--- src/rtl/alu_decode_stage.sv ---
// ID/EX stage in front of the 16-bit ALU: decodes instructions, resolves operands
// (r0 = 0, write-back forwarding) and holds them in a main + skid elastic buffer.
module alu_decode_stage #(
  parameter int DATA_W = 16,
  parameter int REG_AW = 3,
  parameter int IMM_W  = 6
) (
  input  logic              clk,
  input  logic              reset,
  input  logic              in_valid,
  output logic              in_ready,
  input  logic [15:0]       in_instr,
  output logic [REG_AW-1:0] rf_raddr1,
  output logic [REG_AW-1:0] rf_raddr2,
  input  logic [DATA_W-1:0] rf_rdata1,
  input  logic [DATA_W-1:0] rf_rdata2,
  input  logic              fwd_valid,
  input  logic [REG_AW-1:0] fwd_rd,
  input  logic [DATA_W-1:0] fwd_data,
  input  logic              flush,
  output logic              out_valid,
  input  logic              out_ready,
  output logic [DATA_W-1:0] src_1,
  output logic [DATA_W-1:0] src_2,
  output logic [3:0]        alu_control,
  output logic [REG_AW-1:0] out_rd,
  output logic              out_reg_write,
  output logic              out_illegal
);

  typedef struct packed {
    logic [DATA_W-1:0] src_1;
    logic [DATA_W-1:0] src_2;
    logic [3:0]        alu_control;
    logic [REG_AW-1:0] rd;
    logic              reg_write;
    logic              illegal;
  } op_t;

  // r0 wins over forwarding, forwarding wins over the register file.
  function automatic logic [DATA_W-1:0] resolve(
    input logic [REG_AW-1:0] r,
    input logic [DATA_W-1:0] rf,
    input logic              f_valid,
    input logic [REG_AW-1:0] f_rd,
    input logic [DATA_W-1:0] f_data
  );
    if (r == '0) return '0;
    else if (f_valid && (f_rd == r)) return f_data;
    else return rf;
  endfunction

  logic [3:0]        opcode;
  logic [REG_AW-1:0] rd_field;
  logic [IMM_W-1:0]  imm_field;
  logic [DATA_W-1:0] opnd_1;
  logic [DATA_W-1:0] opnd_2;
  op_t               dec;

  assign opcode    = in_instr[15:12];
  assign rd_field  = in_instr[11:9];
  assign imm_field = in_instr[IMM_W-1:0];
  assign rf_raddr1 = in_instr[8:6];
  assign rf_raddr2 = in_instr[5:3];
  assign opnd_1    = resolve(rf_raddr1, rf_rdata1, fwd_valid, fwd_rd, fwd_data);
  assign opnd_2    = resolve(rf_raddr2, rf_rdata2, fwd_valid, fwd_rd, fwd_data);

  always_comb begin
    dec             = '0;
    dec.rd          = rd_field;
    dec.reg_write   = (opcode <= 4'h9) && (rd_field != '0);
    unique case (opcode)
      4'h0, 4'h1, 4'h3, 4'h4, 4'h5, 4'h6: begin
        dec.alu_control = opcode;
        dec.src_1       = opnd_1;
        dec.src_2       = opnd_2;
      end
      4'h2, 4'h7, 4'h8: begin
        dec.alu_control = opcode;
        dec.src_1       = opnd_1;
      end
      4'h9: begin
        dec.src_1 = opnd_1;
        dec.src_2 = {{(DATA_W-IMM_W){imm_field[IMM_W-1]}}, imm_field};
      end
      4'hF: ;
      default: dec.illegal = 1'b1;
    endcase
  end

  logic main_valid_q, main_valid_d;
  logic skid_valid_q, skid_valid_d;
  logic in_ready_q, in_ready_d;
  op_t  main_q, main_d;
  op_t  skid_q, skid_d;
  logic accept;
  logic main_free;

  assign accept    = in_valid && in_ready_q && !flush;
  assign main_free = !main_valid_q || out_ready;

  // Main is refilled from skid first so ordering stays FIFO; a new op lands
  // in main only when skid is empty, otherwise it queues behind in skid.
  always_comb begin
    main_d       = main_q;
    skid_d       = skid_q;
    main_valid_d = main_valid_q;
    skid_valid_d = skid_valid_q;
    if (flush) begin
      main_valid_d = 1'b0;
      skid_valid_d = 1'b0;
    end else if (main_free) begin
      if (skid_valid_q) begin
        main_d       = skid_q;
        main_valid_d = 1'b1;
        skid_valid_d = accept;
        if (accept) skid_d = dec;
      end else if (accept) begin
        main_d       = dec;
        main_valid_d = 1'b1;
      end else begin
        main_valid_d = 1'b0;
      end
    end else if (accept) begin
      skid_d       = dec;
      skid_valid_d = 1'b1;
    end
    in_ready_d = !skid_valid_d;
  end

  always_ff @(posedge clk or posedge reset) begin
    if (reset) begin
      main_valid_q <= 1'b0;
      skid_valid_q <= 1'b0;
      in_ready_q   <= 1'b0;
      main_q       <= '0;
      skid_q       <= '0;
    end else begin
      main_valid_q <= main_valid_d;
      skid_valid_q <= skid_valid_d;
      in_ready_q   <= in_ready_d;
      main_q       <= main_d;
      skid_q       <= skid_d;
    end
  end

  assign in_ready      = in_ready_q;
  assign out_valid     = main_valid_q;
  assign src_1         = main_q.src_1;
  assign src_2         = main_q.src_2;
  assign alu_control   = main_q.alu_control;
  assign out_rd        = main_q.rd;
  assign out_reg_write = main_q.reg_write;
  assign out_illegal   = main_q.illegal;

endmodule

--- config.mk ---
export PLATFORM = sky130hd
export DESIGN_NAME = alu_decode_stage
export DESIGN_NICKNAME = d
export VERILOG_FILES = /design/src/rtl/alu_decode_stage.sv
export SDC_FILE = /design/constraint.sdc
export NUM_CORES = 1
export LEC_CHECK = 0
export CORE_UTILIZATION = 25
export CTS_BUF_LIST = sky130_fd_sc_hd__clkbuf_16
export CTS_CLUSTER_DIAMETER = 100
export DETAILED_ROUTE_END_ITERATION = 8
export GPL_ROUTABILITY_DRIVEN = 0
export GPL_TIMING_DRIVEN = 0
export HOLD_SLACK_MARGIN = 0.08
export PLACE_DENSITY = 0.51
export SLEW_MARGIN = 20
export SYNTH_ARGS = -nofsm -noshare
export SYNTH_HDL_FRONTEND = slang
export SYNTH_SLANG_ARGS = --single-unit
--- constraint.sdc ---
create_clock -name clk -period 2.9 [get_ports clk]
set_input_delay 0.58 -clock clk [delete_from_list [all_inputs] [get_ports clk]]
set_output_delay 0.58 -clock clk [all_outputs]
set_load 0.01 [all_outputs]
==> results of run 1 <==
[logic make-up (layout without fill, tap and decap cells)]
| family | count (synthesis) | count (layout) | synth area share (%) |
|---|---|---|---|
| AO/OA/AOI/OAI | 149 | 149 | 22.4 |
| XOR/XNOR | 7 | 7 | 1.41 |
| buffers and inverters | 65 | 201 | 6.57 |
| flip-flops | 85 | 85 | 49.0 |
| multiplexers | 35 | 35 | 8.06 |
| AND/OR/NAND/NOR | 118 | 118 | 12.6 |
[cell type report]
class	instances	area (µm²)	share of cell area, %
clock buffer	9	225	3.69
tap	220	275	4.51
clock inverter	5	21.3	0.348
sequential	85	2130	34.8
timing repair buffer	122	1240	20.3
buffer	43	203	3.32
inverter	22	85.1	1.39
multi-input combinational	309	1930	31.6
[how the worst min path moves through the flow]
stage	to	cells after the start
2_1_floorplan	skid_q[2]	2
3_3_place_gp	skid_q[8]	2
3_5_place_dp	skid_q[3]	2
4_1_cts	alu_control[2]	2
5_1_grt	skid_q[2]	2
6_report	alu_control[2]	2
[critical path, delay by kind of cell]
kind,cells,cell delay (ps)
buf+inv,2,940
compound gates,2,890
simple gates,1,510
[sequential cells by signal (all words and copies together), names as in the netlist]
name / count
skid_valid_q: 1
out_illegal: 1
in_ready: 1
alu_control: 4
src_2: 16
skid_q: 41
out_valid: 1
out_reg_write: 1
out_rd: 3
src_1: 16
[synth_stat cells, drive strengths merged]
| library cell | n |
|---|---|
| and4bb | 1 |
| buf | 18 |
| a21oi | 23 |
| a21o | 1 |
| nor2 | 27 |
| and2 | 2 |
| a31oi | 11 |
| o31ai | 2 |
| xnor2 | 7 |
| dfrtp | 85 |
| clkbuf | 25 |
| nand3 | 1 |
| inv | 21 |
| and4 | 1 |
| nor2b | 1 |
| nand4 | 12 |
| a2111oi | 10 |
| o311ai | 1 |
| nand2 | 54 |
| and3b | 1 |
| a221oi | 8 |
| or3 | 2 |
| or4 | 3 |
| o221ai | 11 |
| mux2i | 35 |
| o22ai | 16 |
| o211ai | 12 |
| a21boi | 1 |
| nor4 | 5 |
| nand2b | 4 |
| a311oi | 2 |
| a211oi | 4 |
| o21ai | 40 |
| o21bai | 5 |
| nor3 | 4 |
| clkinv | 1 |
| o21a | 2 |
[power by group through the flow]
stage               Combinational, mW  Sequential (mW)  Clock, mW
global placement                0.925             1.60          0
CTS                             0.954             1.59       1.03
finish                          0.947             1.59       1.00
detailed placement              0.950             1.61          0
floorplan                       0.420             1.63          0
global route                     1.04             1.62       1.09
[through the flow]
stage / power (mW) / instance area, µm² / hold WS [ps] / std cells
global placement: 2.53 / 5830 / 459 / 800
CTS: 3.57 / 6110 / 478 / 815
global route: 3.75 / 6110 / 501 / 815
detailed placement: 2.56 / 5860 / 464 / 801
finish: 3.54 / 6110 / 474 / 815
floorplan: 2.05 / 4340 / 445 / 459
[metal layers]
| metal | GRT usage [%] | routed length [µm] |
|---|---|---|
| met5 | 0 | 0 |
| met4 | 7.51 | 478 |
| met3 | 2.87 | 793 |
| met2 | 27.6 | 7170 |
| met1 | 23.6 | 6760 |
==> reports/qor.yml, run 1 <==
synth:
  ys_ff_latch: 85
  yosysUniqueCellTypes: 42
  ys_seq_area_share_pct: 49.0
  avgSynthCellArea_um2: 9.46
  synth.net_count: 532
  yosysTopAreaCellShare_pct: 49.0
  synth_area_um2: 4340
  synthCells: 459
  synthTopCellsByArea: "dfrtp_1 49%, mux2i_1 8.1%, nand2_1 4.7%"
  yosysTopAreaCell: "dfrtp_1"
  yosysWarnings: 0
run_status:
  status: "complete, no violations"
final_layout:
  nNetsFinal: 665
  most-common-layout-cells: "121 x clkdlybuf4s50_1, 85 x dfrtp_1, 54 x nand2_1, 39 x o21ai_0, 35 x mux2i_1"
  drive_above_1_share_pct: 4.87
  post-route-util_pct: 36.4
  fillers: 1713
  layout_commonest_cell: "clkdlybuf4s50_1"
  antenna_cells: 0
  area_growth_pct: 40.6
clock_network:
  worstSkewPairLatency_ps: 340
  cts_resized: 0
  numClockSinks: 85
  post-cts-setup-buffers: 0
  htree_num_levels: 3
  cts_hold_buf: 0
  cts_tree: "yes"
  root_buffer: "clkbuf_16"
  numCtsBuffers: 9
  path_clk_slew_ps: 60
  clk_path_buf_depth: 2
worst_setup_path:
  cp_slowest_cell: "o21ai_0"
  path_cells: "clkdlybuf4s50_1 -> o21ai_0 -> nand4_1 -> clkbuf_1 -> o22ai_1"
  timing_worst_setup_path_type: "primary input to flop"
  rr_worst_depth: 5
  worstReg2RegStart: "out_valid"
  critPathLaunchType: "primary input"
  critPathRequiredTime_ps: 3150
  crit_path_start: "in_instr[13]"
  critPathCapture: "src_1[5]"
  slowest_delay_ps: 650
  path_max_fanout: 10
  critPathCaptureType: "flop"
  crit_arrival_ps: 2940
  r2r_end: "src_1[5]"
  r2r_slack_ps: 770
job:
  max_cap_violations: 0
timing:
  grt_setup_unrepaired: "false"
  min_period_ps: 2690
  fin_crit_sh_pct: 92.7
  setup_viol: 0
  final.setup_skew_ps: 6.04
  tns_ps: 0
  worstMarginPinSlew_ps: 722
  max_slew_margin_pct: 51.4
  slew_violations: 0
  finalHoldViolCount: 0
  max_freq_ghz: 0.372
  fin_ws_ps: 213
pwr:
  clkPwrFrac_pct: 28.4
  switching_power_mw: 1.05
  p_int_mw: 2.49
  p_comb_share_pct: 26.7
  seqPwrFrac_pct: 44.9
  p_leak_nw: 2.53
  peakVddDrop_uv: 346
  switching_share_pct: 29.6
  p_per_area_nw_per_um2: 580
floorplanning:
  core_area_um2: 16800
  ios: 122
  row_count: 47
  die-area_um2: 17900
  dieHeight_um: 134
  chipWidth_um: 134
  start_util_pct: 25.9
grt:
  grtUsageTotal_pct: 17.5
  grt_overflow: 0
  antenna_found_initial: 0
  grt_first_pass_wirelength_mm: 23.9
  grt_pass1_vias: 4195
  grt_start_max_net_pins: 50
min_path:
  hold_path.class: "flop to flop"
  min-delay-start: "alu_control[2]"
route:
  postRouteAntennaNets: 0
  drcViolationCount: 0
  via_per_inst: 5.14
  wirelength_mm: 15.2
  wl_per_cell_um: 18.7
  firstDrtPassIters: 4
  vias: 4187
  drtIter0Drc: 277
placement:
  pre_cts_slack_ps: -134
  io_buffer_count: 121
  dp_hpwl_mm: 11.5
No activity file was read; power rests on OpenSTA's default activity.
==> run 2, diff against run 1 <==
--- a/config.mk
+++ b/config.mk
@@ -5,6 +5,7 @@
 export SDC_FILE = /design/constraint.sdc
 export NUM_CORES = 1
 export LEC_CHECK = 0
+export CAP_MARGIN = 10
 export CORE_UTILIZATION = 25
 export CTS_BUF_LIST = sky130_fd_sc_hd__clkbuf_16
 export CTS_CLUSTER_DIAMETER = 100
==> results of run 2 <==
The final DEF is identical to that of run 1; final timing and power are the same.
==> run 3, diff against run 2 <==
--- a/config.mk
+++ b/config.mk
@@ -6,6 +6,7 @@
 export NUM_CORES = 1
 export LEC_CHECK = 0
 export CAP_MARGIN = 10
+export CORE_MARGIN = 1.5
 export CORE_UTILIZATION = 25
 export CTS_BUF_LIST = sky130_fd_sc_hd__clkbuf_16
 export CTS_CLUSTER_DIAMETER = 100
==> run 3 against run 2 <==
  * Critical path depth did not move
  * Wire length up 0.39%
  * Non-clock buffer count did not move
  * Final area is 0.53% higher
  * Global-route usage down 0.19 points
  * Maximum frequency decreased by 3.4%
  * Power rose by 3.1%
  * Sequential share of layout area down 0.18 points
  * Flip-flop and latch count stayed put
  * Via count decreased by 1.2%
==> reports/qor.yml, run 3 (synthesized netlist as in run 1, its figures left out) <==
run_status:
  status: "complete, no violations"
clock_network:
  cts_hold_buf: 0  # unchanged
  post-cts-setup-buffers: 0  # unchanged
  root_buffer: "clkbuf_16"
  numCtsBuffers: 9  # unchanged
  cts_tree: "yes"
  path_clk_slew_ps: 60  # about the same
  cts_resized: 0  # unchanged
  numClockSinks: 85  # unchanged
  worstSkewPairLatency_ps: 340  # about the same
  clk_path_buf_depth: 2  # unchanged
  htree_num_levels: 3  # unchanged
grt:
  grt_start_max_net_pins: 49  # -2.0%
  grt_pass1_vias: 4177  # -0.43%
  grt_first_pass_wirelength_mm: 24.0  # +0.29%
  grtUsageTotal_pct: 17.3  # -0.19 points
  grt_overflow: 0  # unchanged
  antenna_found_initial: 0  # unchanged
floorplanning:
  die-area_um2: 18200  # +1.5%
  dieHeight_um: 135  # +0.75%
  chipWidth_um: 135  # +0.75%
  row_count: 48  # +2.1%
  start_util_pct: 25.4  # -0.54 points
  core_area_um2: 17100  # +2.1%
  ios: 122  # unchanged
final_layout:
  area_growth_pct: 41.3
  fillers: 1749  # +2.1%
  nNetsFinal: 665  # unchanged
  post-route-util_pct: 35.9  # -0.57 points
  largest_register: "skid_q"
  layout_commonest_cell: "clkdlybuf4s50_1"
  drive_above_1_share_pct: 5.20  # +0.33 points
  final_cells: 821  # +0.74%
  antenna_cells: 0  # unchanged
  seq_area_um2: 2130  # unchanged
  largest_reg_flops: 41  # unchanged
  most-common-layout-cells: "121 x clkdlybuf4s50_1, 85 x dfrtp_1, 54 x nand2_1, 39 x o21ai_0, 35 x mux2i_1"
  multiInputGateArea_um2: 1930  # unchanged
route:
  wl_per_cell_um: 18.6  # -0.35%
  via_per_inst: 5.04  # -1.9%
  firstDrtPassIters: 5  # +1
  postRouteAntennaNets: 0  # unchanged
  wirelength_mm: 15.3  # +0.39%
  drtIter0Drc: 393  # +42%
  drcViolationCount: 0  # unchanged
  vias: 4138  # -1.2%
placement:
  dp_hpwl_mm: 11.5  # -0.13%
  placedCellCount: 806  # +0.62%
  io_buffer_count: 121  # unchanged
worst_setup_path:
  critPathRequiredTime_ps: 3150  # about the same
  path_max_fanout: 10  # unchanged
  crit_arrival_ps: 3040  # +100 ps
  critPathLaunchType: "primary input"
  timing_worst_setup_path_type: "primary input to flop"
  critPathCaptureType: "flop"
timing:
  max_slew_margin_pct: 46.7  # -4.7 points
  tns_ps: 0  # unchanged
  finalHoldViolCount: 0  # unchanged
  max_freq_ghz: 0.359  # -3.4%
  grt_setup_unrepaired: "false"
  worstMarginPinSlew_ps: 792  # +70.2 ps
  min_period_ps: 2780  # +95.9 ps
  setup_viol: 0  # unchanged
  fin_hold_ws_ps: 476  # +2.78 ps
  slew_violations: 0  # unchanged
  fin_crit_sh_pct: 96.0  # +3.3 points
  final.setup_skew_ps: 8.01  # +1.98 ps
pwr:
  p_leak_nw: 2.53  # +0.22%
  peakVddDrop_uv: 300  # -13%
  seqPwrFrac_pct: 43.5  # -1.4 points
  p_per_area_nw_per_um2: 595  # +2.6%
  switching_share_pct: 29.1  # -0.42 points
  switching_power_mw: 1.06  # +1.7%
  p_int_mw: 2.59  # +3.8%
  clkPwrFrac_pct: 30.6  # +2.2 points
  p_comb_share_pct: 25.8  # -0.9 points
job:
  max_cap_violations: 0  # unchanged
min_path:
  hold_path.class: "flop to flop"
## run 3: final timing paths
kind,start,to,slack (ps),depth (start not counted)
worst min register to register,alu_control[0],alu_control[0],480,2
max in group asynchronous,reset,src_1[11],1580,3
worst max register to register,out_valid,src_1[4],760,5
min in group asynchronous,reset,alu_control[1],680,2
worst max-delay path,in_instr[14],src_1[4],120,5
worst min-delay path,alu_control[0],alu_control[0],480,2
## run 3: worst max-delay path, stage by stage
cell	delay [ps]
clkdlybuf4s50_1	560
o21ai_0	710
nand4_1	530
clkbuf_1	400
o22ai_1	260
## run 3: layout make-up
type | count | share of cell area (%)
Clock inverter | 6 | 0.897
Timing Repair Buffer | 122 | 20.1
Multi-Input combinational cell | 309 | 31.5
Sequential cell | 85 | 34.6
Clock buffer | 9 | 3.67
Buffer | 43 | 3.30
Tap cell | 225 | 4.59
Inverter | 22 | 1.39
## run 3: power by group through the flow
stage / Combinational (mW) / Clock, mW / Sequential [mW]
4_1_cts: 0.955 / 1.14 / 1.59
3_5_place_dp: 0.952 / 0 / 1.61
5_1_grt: 1.04 / 1.20 / 1.62
6_report: 0.944 / 1.12 / 1.59
3_3_place_gp: 0.927 / 0 / 1.60
2_1_floorplan: 0.420 / 0 / 1.63
## run 3: metal layers
metal / GRT usage (%) / routed length, µm
met1: 23.7 / 6920
met5: 0 / 0
met2: 27.9 / 7480
met4: 6.45 / 343
met3: 2.40 / 525
## run 3: per-stage QoR
stage          worst slack [ps]  power (mW)  area (µm²)
2_1_floorplan               127        2.05        4340
3_3_place_gp              -1370        2.53        5840
3_5_place_dp               -184        2.56        5860
4_1_cts                     161        3.68        6140
5_1_grt                    15.0        3.86        6140
6_report                    117        3.65        6140
